<file path="config.mk">
export PLATFORM = sky130hd
export DESIGN_NAME = instr_loader
export DESIGN_NICKNAME = d
export VERILOG_FILES = /design/src/rtl/instr_loader.sv
export SDC_FILE = /design/constraint.sdc
export NUM_CORES = 1
export LEC_CHECK = 0
export CELL_PAD_IN_SITES_DETAIL_PLACEMENT = 1
export CELL_PAD_IN_SITES_GLOBAL_PLACEMENT = 2
export CORE_UTILIZATION = 27
export DETAILED_ROUTE_END_ITERATION = 7
export PLACE_DENSITY = 0.86
export SYNTH_ARGS = -nofsm -noshare
export SYNTH_HDL_FRONTEND = slang
export SYNTH_SLANG_ARGS = --single-unit
</file>
<file path="constraint.sdc">
create_clock -name i_clk -period 1.64 [get_ports i_clk]
set_input_delay 0.164 -clock i_clk [delete_from_list [all_inputs] [get_ports i_clk]]
set_output_delay 0.164 -clock i_clk [all_outputs]
set_load 0.05 [all_outputs]
</file>
<file path="src/rtl/instr_loader.sv">
// Byte-serial instruction memory loader: assembles MSB-first words from a byte
// stream and writes them until HALT_INSTR or memory full. Optional LOADER_CHECKSUM_EN.
module instr_loader #(
    parameter int                     NB_DATA_BUS = 32,
    parameter int                     N_ADDRESS   = 128,
    parameter int                     NB_ADDRESS  = $clog2(N_ADDRESS),
    parameter logic [NB_DATA_BUS-1:0] HALT_INSTR  = {NB_DATA_BUS{1'b1}}
) (
    input  logic                   i_clk,
    input  logic                   i_reset,
    input  logic                   i_start,
    input  logic [7:0]             i_rx_data,
    input  logic                   i_rx_valid,
    output logic                   o_rx_ready,
    output logic [NB_ADDRESS-1:0]  o_w_addr,
    output logic                   o_w_en,
    output logic [NB_DATA_BUS-1:0] o_w_data,
    output logic                   o_busy,
    output logic                   o_done,
    output logic                   o_overflow,
    output logic [NB_ADDRESS:0]    o_count
`ifdef LOADER_CHECKSUM_EN
    ,
    output logic                   o_chk_err
`endif
);

    localparam int N_BYTES = NB_DATA_BUS / 8;
    localparam int NB_BCNT = $clog2(N_BYTES + 1);

    typedef enum logic [2:0] {
        IDLE,
        RECV,
        WRITE,
        DONE
`ifdef LOADER_CHECKSUM_EN
        ,
        CHECK
`endif
    } state_t;

    state_t                   state, state_next;
    logic [NB_ADDRESS-1:0]    addr;
    logic [NB_BCNT-1:0]       byte_cnt;
    logic [NB_DATA_BUS-9:0]   shift_reg;
    logic [NB_DATA_BUS-1:0]   word_next;
    logic                     last_byte;
    logic                     last_addr;
`ifdef LOADER_CHECKSUM_EN
    logic [7:0]               chk_acc;
`endif

    assign word_next = {shift_reg, i_rx_data};
    assign last_byte = (byte_cnt == NB_BCNT'(N_BYTES - 1));
    assign last_addr = (addr == NB_ADDRESS'(N_ADDRESS - 1));

`ifdef LOADER_CHECKSUM_EN
    assign o_rx_ready = (state == RECV) || (state == CHECK);
    assign o_busy     = (state == RECV) || (state == WRITE) || (state == CHECK);
`else
    assign o_rx_ready = (state == RECV);
    assign o_busy     = (state == RECV) || (state == WRITE);
`endif
    assign o_done     = (state == DONE);

    always_comb begin
        state_next = state;
        case (state)
            IDLE, DONE: begin
                if (i_start) state_next = RECV;
            end
            RECV: begin
                if (i_rx_valid && last_byte) state_next = WRITE;
            end
            WRITE: begin
                // HALT wins over the full-memory exit so a HALT in the last slot is not an overflow
                if (o_w_data == HALT_INSTR) begin
`ifdef LOADER_CHECKSUM_EN
                    state_next = CHECK;
`else
                    state_next = DONE;
`endif
                end else if (last_addr) begin
                    state_next = DONE;
                end else begin
                    state_next = RECV;
                end
            end
`ifdef LOADER_CHECKSUM_EN
            CHECK: begin
                if (i_rx_valid) state_next = DONE;
            end
`endif
            default: state_next = IDLE;
        endcase
    end

    always_ff @(posedge i_clk) begin
        if (i_reset) begin
            state      <= IDLE;
            addr       <= '0;
            byte_cnt   <= '0;
            shift_reg  <= '0;
            o_w_en     <= 1'b0;
            o_w_addr   <= '0;
            o_w_data   <= '0;
            o_overflow <= 1'b0;
            o_count    <= '0;
`ifdef LOADER_CHECKSUM_EN
            chk_acc    <= '0;
            o_chk_err  <= 1'b0;
`endif
        end else begin
            state  <= state_next;
            o_w_en <= 1'b0;
            case (state)
                IDLE, DONE: begin
                    if (i_start) begin
                        addr       <= '0;
                        byte_cnt   <= '0;
                        o_count    <= '0;
                        o_overflow <= 1'b0;
`ifdef LOADER_CHECKSUM_EN
                        chk_acc    <= '0;
                        o_chk_err  <= 1'b0;
`endif
                    end
                end
                RECV: begin
                    if (i_rx_valid) begin
                        shift_reg <= word_next[NB_DATA_BUS-9:0];
`ifdef LOADER_CHECKSUM_EN
                        chk_acc   <= chk_acc ^ i_rx_data;
`endif
                        if (last_byte) begin
                            byte_cnt <= '0;
                            o_w_en   <= 1'b1;
                            o_w_addr <= addr;
                            o_w_data <= word_next;
                        end else begin
                            byte_cnt <= byte_cnt + NB_BCNT'(1);
                        end
                    end
                end
                WRITE: begin
                    addr    <= addr + NB_ADDRESS'(1);
                    o_count <= o_count + (NB_ADDRESS+1)'(1);
                    if ((o_w_data != HALT_INSTR) && last_addr) o_overflow <= 1'b1;
                end
`ifdef LOADER_CHECKSUM_EN
                CHECK: begin
                    if (i_rx_valid) o_chk_err <= (i_rx_data != chk_acc);
                end
`endif
                default: ;
            endcase
        end
    end

endmodule
</file>
### Word level (Yosys, flattened, before mapping)

Cells that the tools add are included.

| word-level totals | value |
|---|---|
| word-level logic and storage cells | 56 |
| output and inout bits | 52 |
| register bits | 86 |

| operators by class | value |
|---|---|
| add/sub/neg operators | 3 |
| reductions and logical operators | 14 |
| equal/unequal tests | 11 |
| muxes and demuxes | 17 |
| bitwise logic cells | 2 |

Operators by type and width:

| operator | number |
|---|---|
| $eq A32 B32 Y1 const B | 1 |
| $ne A32 B32 Y1 const B | 1 |
| $pmux W8 S2 | 1 |
| $mux W3 | 5 |
| $pmux W7 S2 | 1 |
| $eq A3 B2 Y1 const B | 3 |
| $pmux W3 S3 | 1 |
| $reduce_and A3 Y1 | 3 |
| $add A8 B1 Y8 const B | 1 |
| $mux W8 | 1 |
| $add A7 B1 Y7 const B | 1 |
| $eq A7 B7 Y1 const B | 1 |
| $mux W7 | 1 |
| $pmux W3 S2 | 1 |
| $reduce_and A2 Y1 | 3 |
| $mux W2 | 2 |
| $ne A2 B1 Y1 const B | 2 |
| $ne A2 B2 Y1 const B | 2 |
| $reduce_bool A2 Y1 | 2 |
| $add A3 B1 Y3 const B | 1 |
| $eq A3 B1 Y1 const B | 1 |
| $logic_not A3 Y1 | 1 |
| $mux W1 | 3 |
| $reduce_or A3 Y1 | 1 |
| other kinds (5) | 7 |

### Logic depth before layout (Yosys ltp)

| logic depth | value |
|---|---|
| depth after elaboration | 4 |
| mapped depth | 8 |
| depth with buffers taken out | 6 |

### Least setup slack after synthesis

No wires, ideal clock.

| timing | value |
|---|---|
| path type | flip-flop to flip-flop |
| start | reg state[0] |
| end | reg o_w_data[13] |
| buffers on the path | 2 |
| arrival | 1896 ps |
| clock period less this slack | 2028 ps |
| stages on the path, launching flop included | 8 |
| path slack | -388 ps |
| data required time | 1508 ps |
| setup time | 132 ps |
| cell sequence | dfxtp_1 ha_1 nand2_1 or2_1 clkbuf_1 buf_2 nand2_1 a21oi_1 |

| on the way | value |
|---|---|
| cells in the longest elaborated chain, start to end | 2 |

Ends and longest elaborated chain:

| what | line | RTL |
|---|---|---|
| from (decl) | 42 | `state_t state, state_next;` |
| from (signal assigned) | 114 | `state <= state_next;` |
| $eq A3 B1 Y1 | n/a |  |
| net o_rx_ready | 14 | `output logic o_rx_ready,` |
| $reduce_and A3 Y1 (no source line) | n/a |  |
| to (signal assigned) | 139 | `o_w_data <= word_next;` |
| to (decl) | 17 | `output logic [NB_DATA_BUS-1:0] o_w_data,` |

The timed path passes the listed nets, and every way through them passes these cells.
A chain may end at the register's enable or synchronous reset.

### Worst setup path after layout

| timing | value |
|---|---|
| start | reg state[0] |
| end | reg o_overflow |

| on the way | value |
|---|---|
| cells in the longest elaborated chain, start to end | 4 |
| elaborated cells between the ends (all ways) | 9 |
| those cells by class | eq/ne (4); mux (1); reduce/logical (4) |

Ends and longest elaborated chain:

| what | line | RTL |
|---|---|---|
| $eq A3 B2 Y1 or $logic_not A3 Y1 (tied branches) | 116 | `case (state)` |
| $reduce_or A2 Y1 | 116 |  |
| $ne A2 B2 Y1 (no source line) or $reduce_bool A2 Y1 (tied branches) | n/a |  |
| $reduce_and A3 Y1 (no source line) | n/a |  |
| to (signal assigned) | 107 | `o_overflow <= 1'b0;` |
| to (signal assigned) | 122 | `o_overflow <= 1'b0;` |
| to (signal assigned) | 148 | `if ((o_w_data != HALT_INSTR) && last_addr) o_overflow <= 1'b1;` |
| to (decl) | 20 | `output logic o_overflow,` |

Parallel ways exist; a longest one is shown, timed or not.

==> key figures <==
Outcome
  – Run status: finished, violations left
  – Failing checks: design-rule violations

Routing
  – DRC violations left: 4
  – Initial drt markers: 101
  – Via count: around 2900
  – Avg WL per Cell: 14.4 um
  – Final WL: about 9 mm
  – Initial DRT Pass Iterations: 6
  – Vias/cell: around 4.7
  – ANT nets after route: 0

Cells and area
  – Commonest non-fill, non-tap cells in the layout: nand2_1 (134), dfxtp_1 (83), a21oi_1 (69)
  – Max FFs per register: 32
  – Post-layout net count: roughly 490
  – Layout cells sized above 1: 19.9%
  – Fin cells: ~620
  – Area delta synth->final: 35.0%
  – Most common cell after layout, fill and taps aside: nand2_1
  – Diode count: 0
  – Design area: about 0.0044 mm2
  – Utilization after layout: 38.0%

Die
  – Die Y: 112 um
  – Die Span X: 112 um
  – Core area: around 0.012 mm2
  – Die area: roughly 0.013 mm2
  – I/O pin count: 64
  – Starting Density: 28.2%
  – Row cnt: 39

Setup path
  – CP startpoint kind: register
  – Setup crit end kind: register
  – Kind of critical path: reg -> reg
  – Worst-path maximum fanout: 8
  – Worst EP required: between 1500 and 2000 ps
  – Worst Path Arrival: approximately 1800 ps

Timing
  – Count of final max-slew check failures: 0
  – Slew HR: approximately 67%
  – Fin crit share: 95.0%
  – Clock period minus worst slack: 1560 ps
  – Final Hold Vio Count: 0
  – Clock Skews: 5.32 ps
  – Final setup viols: 0
  – Max Fclk: 642 MHz
  – TNS Setup: 0 ps
  – RSZ-0062 raised after global routing: false
  – Worst Tran Pin Value: approximately 500 ps
  – Worst Setup Slack, final: 81.8 ps
  – Hold Worst Slack: 183 ps

Place
  – Port Buf Inserts: 63
  – Final GP Congestion: 0.722
  – Dpl ws: 12.8 ps
  – Placed Cells: 599
  – Hpwl dp: 6.12 mm
  – Area after DPL: 0.00407 mm2

Synthesis
  – YS warnings: 0
  – Post-Syn Nets: 422
  – Post-synth top area share: between 50% and 60%
  – Synth top area cells: dfxtp_1 (52%), nand2_1 (15%), a21oi_1 (11%), ha_1 (2.7%), nand4_1 (2.3%)
  – Combinational family with the most area after synthesis: simple AND/OR/NAND/NOR gates
  – XOR/XNOR share of the synthesized area: 2.68%
  – Top FF cell, synth: dfxtp_1
  – Synth Area in Compound Gates: ~13%
  – Synth Area in Adders: 2.68%
  – Synth Area in Simple Gates: between 20% and 30%
  – Largest area contributor in the netlist: dfxtp_1
  – Post-synthesis sequential element count: 85
  – Post-synth EDFFs: 0
  – Mux share of post-synthesis cell area: less than 1%
  – Mapped Cells: 403
  – Post-Syn Area: 0.00327 mm2
  – Sequential area share after synthesis: a little over half
  – Mean area per synthesized cell: 8.12 um2
  – Asr flop ratio synth: 0%
  – Netlist cell types: 33

Clock network
  – Clock slew at reported path FFs: around 60 ps
  – Cts hold-fix bufs: 0
  – CTS tree: built
  – Root Buffer: clkbuf_16
  – Clk Latency, worst-skew pair: ~340 ps
  – Clock tree buffer depth: 2
  – CTS H-Tree Depth: 3
  – Sink Count: 85
  – Inserted Clock Buffers: 9

Power
  – Leakage Power: 1.65 nW
  – VDD IR-drop max: 0.000414 V
  – Overall Power: 5.58 mW
  – P per Cell Area: 1260 mW/mm2

GRT
  – Largest net degree at the start of global routing: between 70 and 80
  – First-pass GRT wire length: 15.1 mm
  – Vias in the first global route: 2956
  – Grt ovf: 0
  – Antenna violations before repair: 0
  – GRT Util Overall: 15.2%

Hold path
  – HP Class: in -> reg

Job
  – Max Cap Viol: 0
## Yosys cell counts (2+ instances only)
cell type	number
a32oi_1	2
a21oi_1	70
nand2b_1	5
nor2_1	16
clkbuf_1	13
nand3b_1	3
nor3_1	2
buf_4	2
xor2_1	7
nand3_1	2
o21ai_0	4
nand4_1	12
buf_2	8
nand2_1	135
nor4_1	2
xnor2_1	3
dfxtp_1	85
inv_1	7
and3_1	5
ha_1	7
## kinds of logic (layout without fill, tap and decap cells)
kind of cell | after synthesis | count (layout)
flip-flops | 85 | 85
AO/OA/AOI/OAI | 80 | 80
multiplexers | 2 | 2
XOR/XNOR | 10 | 10
AND/OR/NAND/NOR | 189 | 189
buffers and inverters | 30 | 100
adder cells (fa/ha/maj) | 7 | 7
## cell type report
type / instances / area (um2)
fillers: 1388 / 7200
repair buffers: 77 / 693
clock buffers: 12 / 256
inverters: 7 / 26.3
well taps: 143 / 179
flip-flops and latches: 85 / 1700
clock inverters: 4 / 55.1
multi-input cells: 288 / 1500
## critical path, cell delays in order (launching register included)
cell and delay [ps]:
dfxtp_2 320, inv_1 60, ha_4 320, mux2_4 230, nand4_4 120, a211o_1 300
a21oi_2 130
## per-layer routing
layer,GRT usage [%],share of wire [%],up-vias
met4,6.58,1.6,0
met1,20.2,48,1360
li1,-,-,1469
met2,23.8,47,45
met3,3.29,3.8,8
met5,0,0,-
## repair_timing
item / in CTS / in global routing
resized for setup: 1 / 4
pin swaps: 0 / 1
gates cloned: 0 / 0
buffers inserted: 0 / 1
setup endpoints to repair: 1 / 11
## power by group
| part | total, mW | internal [mW] | switching, mW |
|---|---|---|---|
| Combinational | 1.27 | 0.559 | 0.709 |
| Clock | 2.11 | 1.27 | 0.843 |
| Sequential | 2.20 | 2.14 | 0.0610 |
## path summary, 6_finish.rpt
kind	cells past startpoint	from	to	slack, ps
min	4	i_reset	state[1]$_SDFFE_PP0P_	180
min reg2reg	2	shift_reg[22]$_SDFFE_PP0P_	shift_reg[22]$_SDFFE_PP0P_	460
max reg2reg	6	state[0]$_SDFFE_PP0P_	o_overflow$_SDFFE_PP0P_	80
max	6	state[0]$_SDFFE_PP0P_	o_overflow$_SDFFE_PP0P_	80
No activity file was read; power rests on OpenSTA's default activity.
==> RTL edit: new RTL, config.mk and constraints unchanged <==
`N_ADDRESS`: 128 -> 256.
--- a/src/rtl/instr_loader.sv
+++ b/src/rtl/instr_loader.sv
@@ -2,7 +2,7 @@
 // stream and writes them until HALT_INSTR or memory full. Optional LOADER_CHECKSUM_EN.
 module instr_loader #(
     parameter int                     NB_DATA_BUS = 32,
-    parameter int                     N_ADDRESS   = 128,
+    parameter int                     N_ADDRESS   = 256,
     parameter int                     NB_ADDRESS  = $clog2(N_ADDRESS),
     parameter logic [NB_DATA_BUS-1:0] HALT_INSTR  = {NB_DATA_BUS{1'b1}}
 ) (
Interface: changed (resized o_count and o_w_addr); port bits go from 64 to 66. The function was not compared with the original's and may differ.
==> RTL edit against the original RTL <==
Area after synthesis increased by 4.4%. Non-clock buffer count up 6. Total power is 11% higher. Setup slack better by 4.5 ps. Synthesized cell count rose by 5.0%. Sequential cell count grew 3. Design area is 6.9% higher. Wire length grew 9.3%. Clock skew is 2.4 ps higher. Highest routed layer unchanged.
==> RTL edit: results (changes against the original RTL) <==
| Metric | Value |
|---|---|
| Logic gate share of total power | `0.214 (-0.013)` |
| Status | `complete, no violations` |
| First-pass DRT Iterations | `4 (-2)` |
| Most frequent cells after synthesis | `135 x nand2_1, 88 x dfxtp_1, 72 x a21oi_1` |
| Final GP Congestion | `0.7220 (about the same)` |
| Met2 wire len | `4952 µm (+20%)` |
| Internal power | `0.004463 W (+12%)` |
| Hold WS | `195.1 ps (+12.23 ps)` |
| Met3 wire len | `344 µm (+1.2%)` |
| Worst-case vdd ir drop | `760.5 µV (+84%)` |
| Residual DRC | `0 (-4)` |
| Worst Hold End | `o_count[1]` |
| Met2 Usage GRT | `0.2695 (+0.03181)` |
| Crit path max fanout | `6 (-2)` |
| Clk pwr share | `0.418 (+0.039)` |
| Starting DRC count in detailed routing | `172 (+70%)` |
| P_leak | `1.710 nW (+3.5%)` |
| Proportion of synthesized area in mux cells | `0.007323 (-0.0003249)` |
| Sequential area share after synthesis | `0.5156 (-0.004514)` |
| First-pass GRT wire length | `15480 µm (+2.3%)` |
| Delay-heaviest family, CP | `simple AND/OR/NAND/NOR gates` |
| Clk_skew | `7.751 ps (+2.432 ps)` |
| Final nets | `511 (+4.9%)` |
| Finished Layout Cells | `665 (+8.0%)` |
| Average vias per placed instance | `4.695 (+0.35%)` |
| Met1 WL | `4241 µm (-0.12%)` |
| Buffers on Ports | `65 (+3.2%)` |
| Largest net degree at the start of global routing | `42 (-42%)` |
==> RTL edit: cell types whose count changed in the layout (fill, tap and decap cells not counted), sizes merged, moves of 3 or more <==
cell	change
and3	-4
nor3	+5
xnor2	+3
buf	+7
nor2	+6
dfxtp	+3
nand3	+4
bufinv	+3
==> RTL edit: worst max path at each step <==
stage,end,slack (ps),cells after the start
finish,o_count[8],90,6
floorplan,o_w_data[15],20,9
global route,addr[4],5,7
CTS,addr[5],3,7
global placement,state[1],30,5
detailed placement,o_w_addr[1],-4,5
==> RTL edit: per-stage QoR <==
step	setup TNS, ps	utilization
3_5_place_dp	-4.302	0.3520
5_1_grt	0	0.3881
2_1_floorplan	0	-
6_report	0	0.3881
4_1_cts	0	0.3834
3_3_place_gp	0	0.3520
==> RTL edit: cell type report <==
cell class	instances	area [µm²]
clock buffer	10	239.0
clock inverter	6	137.6
fill	1461	7442
inverter	6	22.52
multi-input combinational	304	1622
sequential	88	1764
tap	168	210.2
timing repair buffer	83	724.4
